**config.mk**
```make
export PLATFORM = sky130hd
export DESIGN_NAME = pipe_priority_encoder
export DESIGN_NICKNAME = d
export VERILOG_FILES = /design/src/rtl/tcam_pkg.sv /design/src/rtl/seg_lowest.sv /design/src/rtl/pipe_priority_encoder.sv
export SDC_FILE = /design/constraint.sdc
export NUM_CORES = 1
export LEC_CHECK = 0
export CAP_MARGIN = 30
export CORE_MARGIN = 4
export CORE_UTILIZATION = 38
export DETAILED_ROUTE_END_ITERATION = 10
export GPL_TIMING_DRIVEN = 0
export PLACE_DENSITY_LB_ADDON = 0.15
export SETUP_SLACK_MARGIN = 0.02
export SYNTH_ARGS = -nofsm -noshare
export SYNTH_HDL_FRONTEND = slang
export SYNTH_HIERARCHICAL = 1
export SYNTH_SLANG_ARGS = --single-unit
```
**constraint.sdc**
```tcl
create_clock -name clk -period 7.04 [get_ports clk]
set_clock_uncertainty 0.2 [all_clocks]
set_input_delay 0.704 -clock clk [delete_from_list [all_inputs] [get_ports clk]]
set_output_delay 0.704 -clock clk [all_outputs]
set_load 0.02 [all_outputs]
```
**src/rtl/tcam_pkg.sv**
```systemverilog
// Shared TCAM constants and the log2 helper used to size address fields.
package tcam_pkg;

    localparam int TCAM_MAX_RULE_DEF = 64;
    localparam int TCAM_SEG_W_DEF    = 8;
    localparam int TCAM_MAX_RULE_MAX = 1024;

    // Ceiling log2; exact for the power-of-two widths used by the encoders.
    function automatic int tcam_log2(input int value);
        int r;
        r = 0;
        for (int i = 0; i < 31; i++) begin
            if ((32'sd1 << i) < value) begin
                r = i + 1;
            end else begin
                r = r;
            end
        end
        return r;
    endfunction

endpackage

```
**src/rtl/seg_lowest.sv**
```systemverilog
// One segment of the encode tree: lowest set bit index plus an any-bit flag.
module seg_lowest
    import tcam_pkg::*;
#(
    parameter int SEG_W = TCAM_SEG_W_DEF,
    parameter int IDX_W = tcam_log2(TCAM_SEG_W_DEF)
) (
    input  logic [SEG_W-1:0] seg_vec,
    output logic             seg_any,
    output logic [IDX_W-1:0] seg_idx
);

    // Scan high to low so the lowest set bit is the last one to win.
    always_comb begin
        seg_any = |seg_vec;
        seg_idx = {IDX_W{1'b0}};
        for (int i = SEG_W - 1; i >= 0; i--) begin
            seg_idx = seg_vec[i] ? IDX_W'(i) : seg_idx;
        end
    end

endmodule

```
**src/rtl/pipe_priority_encoder.sv**
```systemverilog
// Two-stage priority encoder: a residual stage holding the vector still to be
// reported, and an output stage presenting one result per cycle. In all_mode
// the residual stage walks through every set bit, lowest first.
module pipe_priority_encoder
    import tcam_pkg::*;
#(
    parameter  int MAX_RULE = TCAM_MAX_RULE_DEF,
    parameter  int SEG_W    = TCAM_SEG_W_DEF,
    localparam int ADDR_W   = tcam_log2(MAX_RULE)
) (
    input  logic                clk,
    input  logic                rst_n,
    input  logic                in_valid,
    output logic                in_ready,
    input  logic [MAX_RULE-1:0] match_vec,
    input  logic                all_mode,
    output logic                out_valid,
    input  logic                out_ready,
    output logic                match,
    output logic [ADDR_W-1:0]   match_addr,
    output logic [ADDR_W:0]     match_cnt,
    output logic                match_last
);

    localparam int NSEG   = MAX_RULE / SEG_W;
    localparam int SEG_AW = (SEG_W > 1) ? tcam_log2(SEG_W) : 1;
    localparam int CNT_W  = ADDR_W + 1;

    // Residual stage
    logic [MAX_RULE-1:0] r_res_vec;
    logic                r_res_mode;
    logic [CNT_W-1:0]    r_res_cnt;
    logic                r_res_valid;

    // Output stage
    logic                r_out_valid;
    logic                r_match;
    logic [ADDR_W-1:0]   r_match_addr;
    logic [CNT_W-1:0]    r_match_cnt;
    logic                r_match_last;

    logic [NSEG-1:0]     w_seg_any;
    logic [SEG_AW-1:0]   w_seg_idx [NSEG];
    logic [ADDR_W-1:0]   w_addr;
    logic                w_any;
    logic [MAX_RULE-1:0] w_res_clr;
    logic                w_last;
    logic                w_load;
    logic                w_in_ready;
    logic                w_accept;
    logic [CNT_W-1:0]    w_pop;

    // First encode level: one lowest-bit encoder per segment of the residual.
    for (genvar g = 0; g < NSEG; g++) begin : g_seg
        seg_lowest #(
            .SEG_W (SEG_W),
            .IDX_W (SEG_AW)
        ) u_seg_lowest (
            .seg_vec (r_res_vec[g*SEG_W +: SEG_W]),
            .seg_any (w_seg_any[g]),
            .seg_idx (w_seg_idx[g])
        );
    end

    // Second encode level: pick the lowest non-empty segment and splice its index.
    always_comb begin
        w_any  = |w_seg_any;
        w_addr = {ADDR_W{1'b0}};
        for (int s = NSEG - 1; s >= 0; s--) begin
            w_addr = w_seg_any[s] ? (ADDR_W'(s * SEG_W) + ADDR_W'(w_seg_idx[s])) : w_addr;
        end
    end

    // Popcount of the incoming vector, captured alongside it on accept.
    always_comb begin
        w_pop = {CNT_W{1'b0}};
        for (int i = 0; i < MAX_RULE; i++) begin
            w_pop = w_pop + CNT_W'(match_vec[i]);
        end
    end

    // Residual with its lowest bit removed; non-zero means more than one bit left.
    assign w_res_clr = r_res_vec & (r_res_vec - {{(MAX_RULE-1){1'b0}}, 1'b1});
    assign w_last    = !r_res_mode || !(|w_res_clr);

    // Output stage loads whenever it is empty or being drained this edge.
    assign w_load     = r_res_valid && (!r_out_valid || out_ready);
    assign w_in_ready = rst_n && (!r_res_valid || (w_load && w_last));
    assign w_accept   = in_valid && w_in_ready;

    // Residual stage: accept a new vector, or step through remaining bits.
    always_ff @(posedge clk) begin
        if (!rst_n) begin
            r_res_vec   <= {MAX_RULE{1'b0}};
            r_res_mode  <= 1'b0;
            r_res_cnt   <= {CNT_W{1'b0}};
            r_res_valid <= 1'b0;
        end else if (w_accept) begin
            r_res_vec   <= match_vec;
            r_res_mode  <= all_mode;
            r_res_cnt   <= w_pop;
            r_res_valid <= 1'b1;
        end else if (w_load) begin
            if (w_last) begin
                r_res_valid <= 1'b0;
            end else begin
                r_res_vec   <= w_res_clr;
                r_res_valid <= 1'b1;
            end
        end else begin
            r_res_valid <= r_res_valid;
        end
    end

    // Output stage: present one encoded result, hold it under backpressure.
    always_ff @(posedge clk) begin
        if (!rst_n) begin
            r_out_valid  <= 1'b0;
            r_match      <= 1'b0;
            r_match_addr <= {ADDR_W{1'b0}};
            r_match_cnt  <= {CNT_W{1'b0}};
            r_match_last <= 1'b0;
        end else if (w_load) begin
            r_out_valid  <= 1'b1;
            r_match      <= w_any;
            r_match_addr <= w_addr;
            r_match_cnt  <= r_res_cnt;
            r_match_last <= w_last;
        end else if (out_ready) begin
            r_out_valid  <= 1'b0;
        end else begin
            r_out_valid  <= r_out_valid;
        end
    end

    assign in_ready   = w_in_ready;
    assign out_valid  = r_out_valid;
    assign match      = r_match;
    assign match_addr = r_match_addr;
    assign match_cnt  = r_match_cnt;
    assign match_last = r_match_last;

endmodule

```
==> reports/metrics.yaml, run 1 <==
synth:
  synthesis.instances: 914
  synth_top_flop_cell: "dfxtp_1"
  synth_top_area_share: 0.242
  synthMuxAreaShare: 0.00136
  synth_top_cell_by_area: "dfxtp_1"
  synth_fp_nets: 1052
  ys_seq_area_frac: 0.242
  synth_xor_area_frac: 0.00476
  synth-seq-cells: 89
  synth_top_family_by_area: "simple AND/OR/NAND/NOR gates"
  synth-edff-count: 0
  synth_cell_type_count: 70
  yosys.area_share.simple: 0.250
  synthTopCellsByArea: "dfxtp_1 24%, fa_1 15%, inv_1 5.7%"
  syn_area_mm2: 0.00736
  avgSynthCellArea_um2: 8.06
  synthArstFlopShare: 0
  synthAdderAreaFrac: 0.174
  synth_compound_area_frac: 0.242
  yosys_warnings: 6
sta:
  slew_headroom: 0.479
  final_hold_viol_count: 0
  max_freq_ghz: 0.146
  setup_slack_ns: 0.193
  worstMarginPinSlew_ns: 0.782
  rsz0062_at_grt: "no"
  setup_viol: 0
  finalMaxSlewViolations: 0
  period_share: 0.973
  period_minus_slack_ns: 6.85
cts:
  cts.sinks: 89
  root_buffer: "clkbuf_16"
  cts.clk_slew.worst_paths_ns: 0.07
  cts_setup_buffers: 0
  cts_tree: "built"
  clk_path_buf_depth: 2
  worstSkewPairLatency_ns: 0.35
  htree_levels: 3
  cts_buffers: 9
flow_run:
  drv_cap: 0
power:
  swShare: 0.475
  power.net_switching_mw: 2.12
  leakagePower_nw: 3.52
  clkPwrFrac: 0.113
  power_density_mw_per_mm2: 503
  pwr-share-seq: 0.142
  p_int_mw: 2.34
  power_frac_comb: 0.744
  vdd_drop_max_mv: 2.01
grt:
  grt_max_degree: 17
  grt_overflow_total: 0
  antenna_found_initial: 0
  grt_pass1_wl_mm: 45.3
  grt_pass1_vias: 7750
  grt_use_total: 0.271
placed_design:
  finalWeightedCongestion: 0.944
  place_hpwl_mm: 23.1
  dp.cells: 1259
  io_buffers: 85
  place_area_mm2: 0.00854
  pre_cts_slack_ns: -0.444
run_status:
  status: "completed"
final_layout:
  finalInstanceArea_mm2: 0.00887
  area_growth_pct: 20.4
  fin_cells: 1275
  drive_gt1_frac: 0.0680
  diodes: 0
  fin_nets: 1148
route:
  viasPerCell: 6.06
  first_pass_iters: 6
  drt_wl_total_mm: 29.2
  drc_errors: 0
  wl_per_cell_um: 22.9
  vias: 7727
  ant_nets: 0
  dr.first_iter.drc_count: 1037
floorplan:
  die_w_um: 147
  std_cell_rows: 50
  core-area_mm2: 0.0189
  die_h_um: 147
  start_util: 0.390
  io_pins: 86
  dieArea_mm2: 0.0217
setup_path:
  worstPathRequired_ns: 7.13
  rr_endpoint: "r_res_vec[56]$_SDFFE_PN0P_"
  crit_path_top_delay_cell: "fa_1"
  cp_max_fo: 2
  r2r-start: "r_res_vec[7]$_SDFFE_PN0P_"
  cp-start-kind: "input pin"
  path_buf_inv: 5
  reg2reg_depth: 13
  cp_top_family: "adder cells"
  max_stage_delay_ns: 0.60
  rrSetupSlack_ns: 1.72
  cpMostUsedCell: "fa_1"
  worstSetupEndpointType: "flip-flop"
  crit_arrival_ns: 6.94
  path_cells: "clkdlybuf4s50_1 > fa_1 > inv_1 > fa_1 > fa_1 > fa_1 > inv_1 > fa_1 > fa_1 > fa_1 > inv_1 > fa_1 > inv_2 > ha_1 > a21o_1 > a21o_1 > a21o_1 > a21oi_2 > xnor2_2 > nand3_1 > nand2_1"
  path_class: "in -> reg"
hold_path:
  holdPathEnd: "r_res_cnt[3]$_SDFFE_PN0P_"
  hold_depth: 2
  min_path_type: "reg -> reg"
  hp-start: "r_res_cnt[3]$_SDFFE_PN0P_"
[power groups by stage]
stage,logic [mW],registers (mW),clock network [mW]
after floorplan,2.27,0.626,0
after global placement,3.08,0.642,0
after detailed placement,3.11,0.643,0
after CTS,3.13,0.631,0.510
after global routing,3.75,0.642,0.535
final,3.32,0.635,0.506
[logic make-up after synthesis]
logic type	after synthesis
xor gates and xnor gates	4
muxes	1
buffers and inverters	159
and+or+nand+nor	341
DFF	89
AOI/OAI and AO/OA	250
adders and majority gates	70
[worst min-delay path, cell delays in order (launching register included)]
cell	delay, ns
dfxtp_1	0.31
nand3_1	0.06
nand2_1	0.04
[cell type report]
cell class              instances  area, um2
inverters                     112        420
clock buffers                   9        225
plain buffers                  47        216
well taps                     260        325
clock inverters                 7       78.8
repair buffers                 85        852
multi-input cells             666       4970
flip-flops and latches         89       1780
fillers                      1961      10000
[worst max path at each step]
| stage | from | to | slack [ns] | depth (start not counted) |
|---|---|---|---|---|
| finish | match_vec[29] | r_res_cnt[5]$_SDFFE_PN0P_ | 0.19 | 21 |
| global route | match_vec[51] | r_res_cnt[5]$_SDFFE_PN0P_ | 0.07 | 23 |
| CTS | match_vec[47] | r_res_cnt[5]$_SDFFE_PN0P_ | 0.05 | 23 |
| detailed placement | match_vec[35] | r_res_cnt[5]$_SDFFE_PN0P_ | -0.44 | 23 |
| global placement | match_vec[35] | r_res_cnt[6]$_SDFFE_PN0P_ | -0.37 | 22 |
| floorplan | match_vec[35] | r_res_cnt[6]$_SDFFE_PN0P_ | 0.53 | 21 |
[cells in the mapped netlist (all sizes together), types with 3 or more instances]
cell type and n:
and4 4, a21oi 27, a221oi 6, dfxtp 89
clkbuf 32, nor3 8, o211ai 3, nand3 70
nor4 38, inv 112, o21bai 10, a21boi 14
o2111ai 19, ha 15, a21o 6, xnor2 3
o41a 3, o31ai 25, or3 28, fa 54
or2 12, nor2 37, nor2b 20, nand2b 3
o21ai 61, nand2 89, or4 14, buf 15
o41ai 17, a211oi 10, o311ai 16, o22ai 10
nand4 9
[per-stage QoR]
| step | util | hold WS [ns] | power (mW) | setup TNS [ns] |
|---|---|---|---|---|
| 2_1_floorplan | - | 0.234 | 2.90 | 0 |
| 4_1_cts | 0.468 | 0.256 | 4.27 | 0 |
| 3_3_place_gp | 0.452 | 0.247 | 3.72 | -0.974 |
| 6_report | 0.469 | 0.256 | 4.46 | 0 |
| 5_1_grt | 0.469 | 0.291 | 4.92 | 0 |
| 3_5_place_dp | 0.452 | 0.245 | 3.76 | -1.27 |
[routing by layer]
metal,track usage,vias to the layer above,routed length (um)
li1,-,3533,-
met5,0,-,0
met4,0.115,0,1330
met1,0.367,3668,12100
met2,0.429,437,13200
met3,0.0444,89,2600
[cells in the final DEF (no fill, tap or decap), types with 13 or more instances in the layout]
| cell type | instances |
|---|---|
| inv_1 | 109 |
| a21oi_1 | 25 |
| nor2b_1 | 20 |
| fa_1 | 51 |
| clkdlybuf4s50_1 | 80 |
| or4_1 | 13 |
| o2111ai_1 | 19 |
| nand3_1 | 70 |
| nand2_1 | 89 |
| clkbuf_1 | 32 |
| a21boi_0 | 14 |
| o21ai_0 | 58 |
| o31ai_1 | 24 |
| dfxtp_1 | 89 |
| nor4_1 | 29 |
| ha_1 | 15 |
| o41ai_1 | 16 |
| o311ai_0 | 16 |
| or3_1 | 25 |
| nor2_1 | 37 |
[flip-flops by register name, indices dropped and copies added (netlist names)]
signal       flops
match            1
match_addr       6
match_cnt        7
match_last       1
out_valid        1
r_res_cnt        7
r_res_mode       1
r_res_valid      1
r_res_vec       64
[what timing repair did]
action,CTS,global route
pin swaps,1,10
gates resized for setup,3,12
hold buffers,0,0
setup endpoints to repair,2,3
(Power assumes the default switching activity.)
==> inputs of run 2 (changes only) <==
Settings changed: PLACE_DENSITY set to 0.55, PLACE_DENSITY_LB_ADDON 0.15 to unset, SYNTH_HIERARCHICAL 1 to unset.
==> reports/metrics.yaml, run 2 <==
setup_path:
  crit_arrival_ns: 6.83
  reg2reg_depth: 13
  cp_top_family: "adder cells"
  worstPathRequired_ns: 7.10
  worstSetupEndpointType: "flip-flop"
  r2r-start: "r_res_vec[19]$_SDFFE_PN0P_"
  path_cells: "clkdlybuf4s50_1 > inv_1 > fa_1 > inv_1 > fa_2 > inv_1 > fa_2 > fa_1 > fa_1 > fa_1 > fa_1 > fa_1 > inv_1 > ha_1 > fa_2 > a21o_1 > a21oi_2 > nor2b_1 > o21ai_1 > nand4b_1 > o211a_1"
  path_buf_inv: 5
  rrSetupSlack_ns: 1.96
  cp_max_fo: 2
  path_class: "in -> reg"
  cp-start-kind: "input pin"
  crit_path_top_delay_cell: "fa_2"
  max_stage_delay_ns: 0.56
  cpMostUsedCell: "fa_1"
  rr_endpoint: "r_res_vec[44]$_SDFFE_PN0P_"
  critPathLaunch: "match_vec[35]"
synth:
  synth-edff-count: 0
  synth-seq-cells: 89
  synth_fp_nets: 1085
  synth_top_cell_by_area: "dfxtp_1"
  avgSynthCellArea_um2: 8.24
  synth_top_flop_cell: "dfxtp_1"
  synth_common_cells: "126 x nand2_1, 108 x inv_1, 89 x dfxtp_1, 69 x mux2i_1, 61 x nor2_1"
  yosys_warnings: 0
  ys_seq_area_frac: 0.228
  synth_cell_type_count: 72
  synthesis.instances: 947
  syn_area_mm2: 0.00781
  synth.most_common_cell: "nand2_1"
  synthTopCellsByArea: "dfxtp_1 23%, fa_1 14%, mux2i_1 8.8%"
  synthArstFlopShare: 0
  synth_top_area_share: 0.228
route:
  wl_met2_mm: 12.9
  wl_per_cell_um: 22.4
  drt_wl_total_mm: 29.4
  highest_layer: "met5"
  vias: 7632
  viasPerCell: 5.79
  first_pass_iters: 5
  drc_errors: 0
  wl_met3_mm: 2.54
  dr.first_iter.drc_count: 656
  wl_met1_mm: 13.1
  ant_nets: 0
final_layout:
  fill_cells: 2061
  fin_util: 0.462
  finalInstanceArea_mm2: 0.00935
  fin_nets: 1181
  top_register: "r_res_vec"
  area_growth_pct: 19.8
  layout_common_cells: "126 x nand2_1, 107 x inv_1, 89 x dfxtp_1, 84 x clkdlybuf4s50_1, 69 x mux2i_1"
  drive_gt1_frac: 0.0583
  diodes: 0
  largest_reg_flops: 64
  final_common_cell: "nand2_1"
cts:
  cts.clk_slew.worst_paths_ns: 0.07
  cts_buffers: 9
  worstSkewPairLatency_ns: 0.37
  htree_levels: 3
  cts_tree: "built"
  hold_buffers: 0
  clk_path_buf_depth: 2
  cts.sinks: 89
  root_buffer: "clkbuf_16"
placed_design:
  finalWeightedCongestion: 0.957
  place_area_mm2: 0.00899
  io_buffers: 84
  place_hpwl_mm: 23.2
grt:
  grt_pass1_vias: 7437
  grt_max_degree: 16
  grt_pass1_wl_mm: 44.9
  grt_overflow_total: 0
  grt_use_total: 0.264
  antenna_found_initial: 1
sta:
  period_minus_slack_ns: 6.77
  final_hold_viol_count: 0
  period_share: 0.961
  slew_headroom: 0.394
  worstMarginPinSlew_ns: 0.901
  finalMaxSlewViolations: 0
  rsz0062_at_grt: "no"
  max_freq_ghz: 0.148
  setup_viol: 0
floorplan:
  core-area_mm2: 0.0202
  dieArea_mm2: 0.0229
  start_util: 0.386
  die_h_um: 151
  die_w_um: 151
  io_pins: 86
  std_cell_rows: 52
hold_path:
  holdPathEnd: "r_res_cnt[1]$_SDFFE_PN0P_"
  hp-start: "r_res_cnt[1]$_SDFFE_PN0P_"
  hold_depth: 2
  min_path_type: "reg -> reg"
power:
  vdd_drop_max_mv: 1.41
  power_density_mw_per_mm2: 470
  leakagePower_nw: 3.80
run_status:
  status: "completed"
flow_run:
  drv_cap: 0
[run 2: cell count changes in the layout (fill, tap and decap cells not counted), moves of 14 or more]
cell / delta
clkbuf_1: +20
nor2b_1: -15
o311ai_1: +29
o211ai_1: +19
mux2i_1: +68
nand2_1: +37
o21ai_0: -34
or3_1: -14
nand3_1: -45
nor2_1: +24
o31ai_1: -19
o2111ai_1: -17
[run 2: repair_timing]
item / 4_1_cts / 5_1_grt
setup endpoints to repair: 0 / 3
buffers inserted: 0 / 1
resized for setup: 0 / 7
[run 2: area by class of cell]
class / instances / area, um2 / area share
repair buffers: 85 / 848 / 0.0907
well taps: 270 / 338 / 0.0361
clock inverters: 6 / 116 / 0.0124
clock buffers: 9 / 225 / 0.0241
inverters: 108 / 405 / 0.0434
flip-flops and latches: 89 / 1780 / 0.191
multi-input cells: 679 / 5230 / 0.560
plain buffers: 71 / 402 / 0.0430
[run 2: worst max-delay path by stage]
stage,to,slack (ns),cells after the start
3_5_place_dp,r_res_cnt[6]$_SDFFE_PN0P_,-0.31,22
5_1_grt,r_res_cnt[6]$_SDFFE_PN0P_,0.03,21
4_1_cts,r_res_cnt[6]$_SDFFE_PN0P_,0.07,22
2_1_floorplan,r_res_cnt[6]$_SDFFE_PN0P_,0.49,21
3_3_place_gp,r_res_cnt[6]$_SDFFE_PN0P_,-0.28,22
6_report,r_res_cnt[6]$_SDFFE_PN0P_,0.27,21
[run 2: per-stage QoR]
step	hold slack, ns	std cells	setup WS (ns)	setup TNS, ns	power [mW]
final	0.261	1317	0.274	0	4.40
after global routing	0.283	1317	0.0281	0	4.94
after CTS	0.267	1316	0.0656	0	4.18
after detailed placement	0.256	1301	-0.308	-0.753	3.60
after global placement	0.246	1301	-0.276	-0.593	3.55
after floorplan	0.235	947	0.491	0	2.98
[run 2: cells by family after synthesis]
logic type | share of synthesized area
DFF | 0.228
xor gates and xnor gates | 0.00449
and+or+nand+nor | 0.226
buffers and inverters | 0.103
muxes | 0.0885
adders and majority gates | 0.163
AOI/OAI and AO/OA | 0.187
[run 2: report_power, final]
group          leakage (nW)  internal [mW]  total [mW]  switching [mW]
registers             0.733          0.560       0.604          0.0436
clock network         0.166          0.348       0.583           0.235
logic                  2.90           1.56        3.21            1.65
[run 2: per-layer routing]
metal / global-route usage / vias up
li1: - / 3565
met1: 0.376 / 3661
met2: 0.392 / 353
met3: 0.0560 / 51
met4: 0.0979 / 2
met5: 0 / -
[run 2: worst min-delay path, stage by stage, from the launching register on]
cell and delay [ns]:
dfxtp_1 0.31, nand2_1 0.05, mux2i_1 0.05
==> inputs of run 3 (changes only) <==
Settings changed: ABC_AREA set to 1, CTS_CLUSTER_DIAMETER set to 60, PLACE_DENSITY 0.55 to 0.54, SYNTH_HIERARCHICAL set to 1.
==> reports/metrics.yaml, run 3 <==
run_status:
  status: "completed"
route:
  ant_nets: 0
  wl_met2_mm: 14.3
  drt_wl_total_mm: 33.9
  first_pass_iters: 8
  wl_met1_mm: 16.8
  highest_layer: "met4"
  wl_per_cell_um: 17.4
  dr.first_iter.drc_count: 857
  vias: 9717
  wl_met3_mm: 1.88
  viasPerCell: 5.00
  drc_errors: 0
sta:
  finalMaxSlewViolations: 0
  period_share: 0.955
  slew_headroom: 0.514
  max_freq_ghz: 0.149
  worstMarginPinSlew_ns: 0.730
  rsz0062_at_grt: "no"
  setup_slack_ns: 0.317
  period_minus_slack_ns: 6.72
  setup_viol: 0
  final_hold_viol_count: 0
  final.setup.tns_ns: 0
synth:
  synthTopCellsByArea: "nand2_1 20%, dfxtp_1 20%, fa_1 12%"
  synth_cell_type_count: 34
  synth.most_common_cell: "nand2_1"
  synth_top_flop_cell: "dfxtp_1"
  synth_common_cells: "487 x nand2_1, 286 x inv_1, 189 x nor2_1, 99 x nand3_1, 92 x a21oi_1"
  synth-seq-cells: 89
  synth_top_area_share: 0.204
  syn_area_mm2: 0.00895
  yosys_warnings: 6
  synth_fp_nets: 1667
  avgSynthCellArea_um2: 5.85
  synth_top_cell_by_area: "nand2_1"
  synth-edff-count: 0
  synthesis.instances: 1529
  ys_seq_area_frac: 0.199
  synthArstFlopShare: 0
final_layout:
  top_register: "r_res_vec"
  fill_cells: 2601
  layout_common_cells: "487 x nand2_1, 286 x inv_1, 189 x nor2_1, 99 x nand3_1, 92 x a21oi_1"
  largest_reg_flops: 64
  diodes: 0
  fin_util: 0.458
  area_growth_pct: 17.3
  final_common_cell: "nand2_1"
  seqCellArea_mm2: 0.00178
  fin_cells: 1943
  drive_gt1_frac: 0.0362
  fin_nets: 1763
  multi_input_area_mm2: 0.00578
floorplan:
  core-area_mm2: 0.0229
  start_util: 0.391
  io_pins: 86
  std_cell_rows: 55
  die_w_um: 161
  dieArea_mm2: 0.0261
  die_h_um: 161
cts:
  worstSkewPairLatency_ns: 0.36
  cts.sinks: 89
  cts_buffers: 9
  clk_path_buf_depth: 2
  hold_buffers: 0
  cts_tree: "built"
  cts.clk_slew.worst_paths_ns: 0.08
  htree_levels: 3
  root_buffer: "clkbuf_16"
  cts_setup_buffers: 0
setup_path:
  cp_max_fo: 2
  rrSetupSlack_ns: 3.41
  cp-start-kind: "input pin"
  rr_endpoint: "r_res_vec[16]$_SDFFE_PN0P_"
  crit_arrival_ns: 6.77
  r2r-start: "r_res_vec[0]$_SDFFE_PN0P_"
  worstPathRequired_ns: 7.08
  reg2reg_depth: 17
  worstSetupEndpointType: "flip-flop"
  path_class: "in -> reg"
power:
  leakagePower_nw: 5.53
  power_frac_comb: 0.744
  power_density_mw_per_mm2: 411
  p_int_mw: 2.20
  swShare: 0.491
  clkPwrFrac: 0.112
  pwr-share-seq: 0.144
  vdd_drop_max_mv: 1.25
  power.net_switching_mw: 2.12
hold_path:
  hp-start: "r_res_cnt[2]$_SDFFE_PN0P_"
  holdPathEnd: "match_cnt[2]$_SDFFE_PN0P_"
  hold_depth: 2
  min_path_type: "reg -> reg"
grt:
  grt_pass1_vias: 9419
  grt_max_degree: 18
  grt_use_total: 0.259
  antenna_found_initial: 1
  grt_overflow_total: 0
  grt_pass1_wl_mm: 51.9
placed_design:
  place_hpwl_mm: 29.0
  io_buffers: 85
  pre_cts_slack_ns: -0.209
  finalWeightedCongestion: 0.935
  dp.cells: 1927
flow_run:
  drv_cap: 0
## run 3: cell types whose count changed after synthesis, sizes merged, moves of 58 or more
| cell | before | now |
|---|---|---|
| nand4 | 18 | 76 |
| inv | 108 | 290 |
| a21oi | 26 | 93 |
| nand2 | 126 | 489 |
| nand3 | 26 | 99 |
| nor2 | 63 | 194 |
| mux2i | 69 | 0 |
## run 3: power by group through the flow
stage               sequential (mW)  clock, mW  combinational (mW)
finish                        0.621      0.485                3.21
global route                  0.628      0.510                3.73
CTS                           0.618      0.492                2.94
detailed placement            0.630          0                2.91
global placement              0.629          0                2.89
floorplan                     0.611          0                2.27
## run 3: logic make-up after synthesis
family	Yosys count	synth area share
compound gates	139	0.0832
xor+xnor	4	0.00392
fa+ha+maj	69	0.142
flops	89	0.199
simple gates	876	0.415
buf+inv	352	0.157
## run 3: critical path: stages
cell and delay [ns]:
clkdlybuf4s50_1 0.46, inv_1 0.08, fa_1 0.55, inv_1 0.05
fa_1 0.42, fa_1 0.56, inv_1 0.07, fa_1 0.53
inv_1 0.07, fa_1 0.52, fa_1 0.44, fa_1 0.55
inv_1 0.05, fa_1 0.53, inv_1 0.07, ha_1 0.20
a21oi_1 0.12, inv_1 0.06, a31oi_2 0.20, nor2_1 0.06
o21ai_1 0.11, nand2_1 0.08, xnor2_1 0.17, o21ai_0 0.09
## run 3: cell type report
cell class / instances / area share
plain buffers: 60 / 0.0297
clock buffers: 10 / 0.0218
clock inverters: 6 / 0.00560
inverters: 292 / 0.104
multi-input cells: 1088 / 0.550
flip-flops and latches: 89 / 0.170
well taps: 313 / 0.0373
repair buffers: 85 / 0.0810
## run 3: metrics by stage
| stage | power (mW) | area, um2 | hold WS, ns |
|---|---|---|---|
| after floorplan | 2.88 | 8950 | 0.230 |
| after global placement | 3.52 | 10200 | 0.251 |
| after detailed placement | 3.54 | 10200 | 0.254 |
| after CTS | 4.05 | 10500 | 0.265 |
| after global routing | 4.87 | 10500 | 0.290 |
| final | 4.32 | 10500 | 0.261 |
## run 3: timing repair
action                                 CTS  global route
setup endpoints to repair                0             2
gates resized for setup                  0             4
endpoints found under the hold margin    0             0
## run 3: how the worst max path moves through the flow
stage | depth (start not counted) | start | slack, ns | end
after global routing | 24 | match_vec[35] | 0.01 | r_res_cnt[5]$_SDFFE_PN0P_
after global placement | 24 | match_vec[35] | -0.09 | r_res_cnt[5]$_SDFFE_PN0P_
after detailed placement | 24 | match_vec[35] | -0.21 | r_res_cnt[5]$_SDFFE_PN0P_
final | 24 | match_vec[35] | 0.32 | r_res_cnt[5]$_SDFFE_PN0P_
after CTS | 24 | match_vec[35] | 0.18 | r_res_cnt[5]$_SDFFE_PN0P_
after floorplan | 21 | match_vec[35] | 0.72 | r_res_cnt[6]$_SDFFE_PN0P_
## run 3: metal layers
layer | vias up | global-route usage
li1 | 4901 | -
met1 | 4479 | 0.387
met2 | 293 | 0.392
met3 | 44 | 0.0329
met4 | 0 | 0.0729
met5 | - | 0
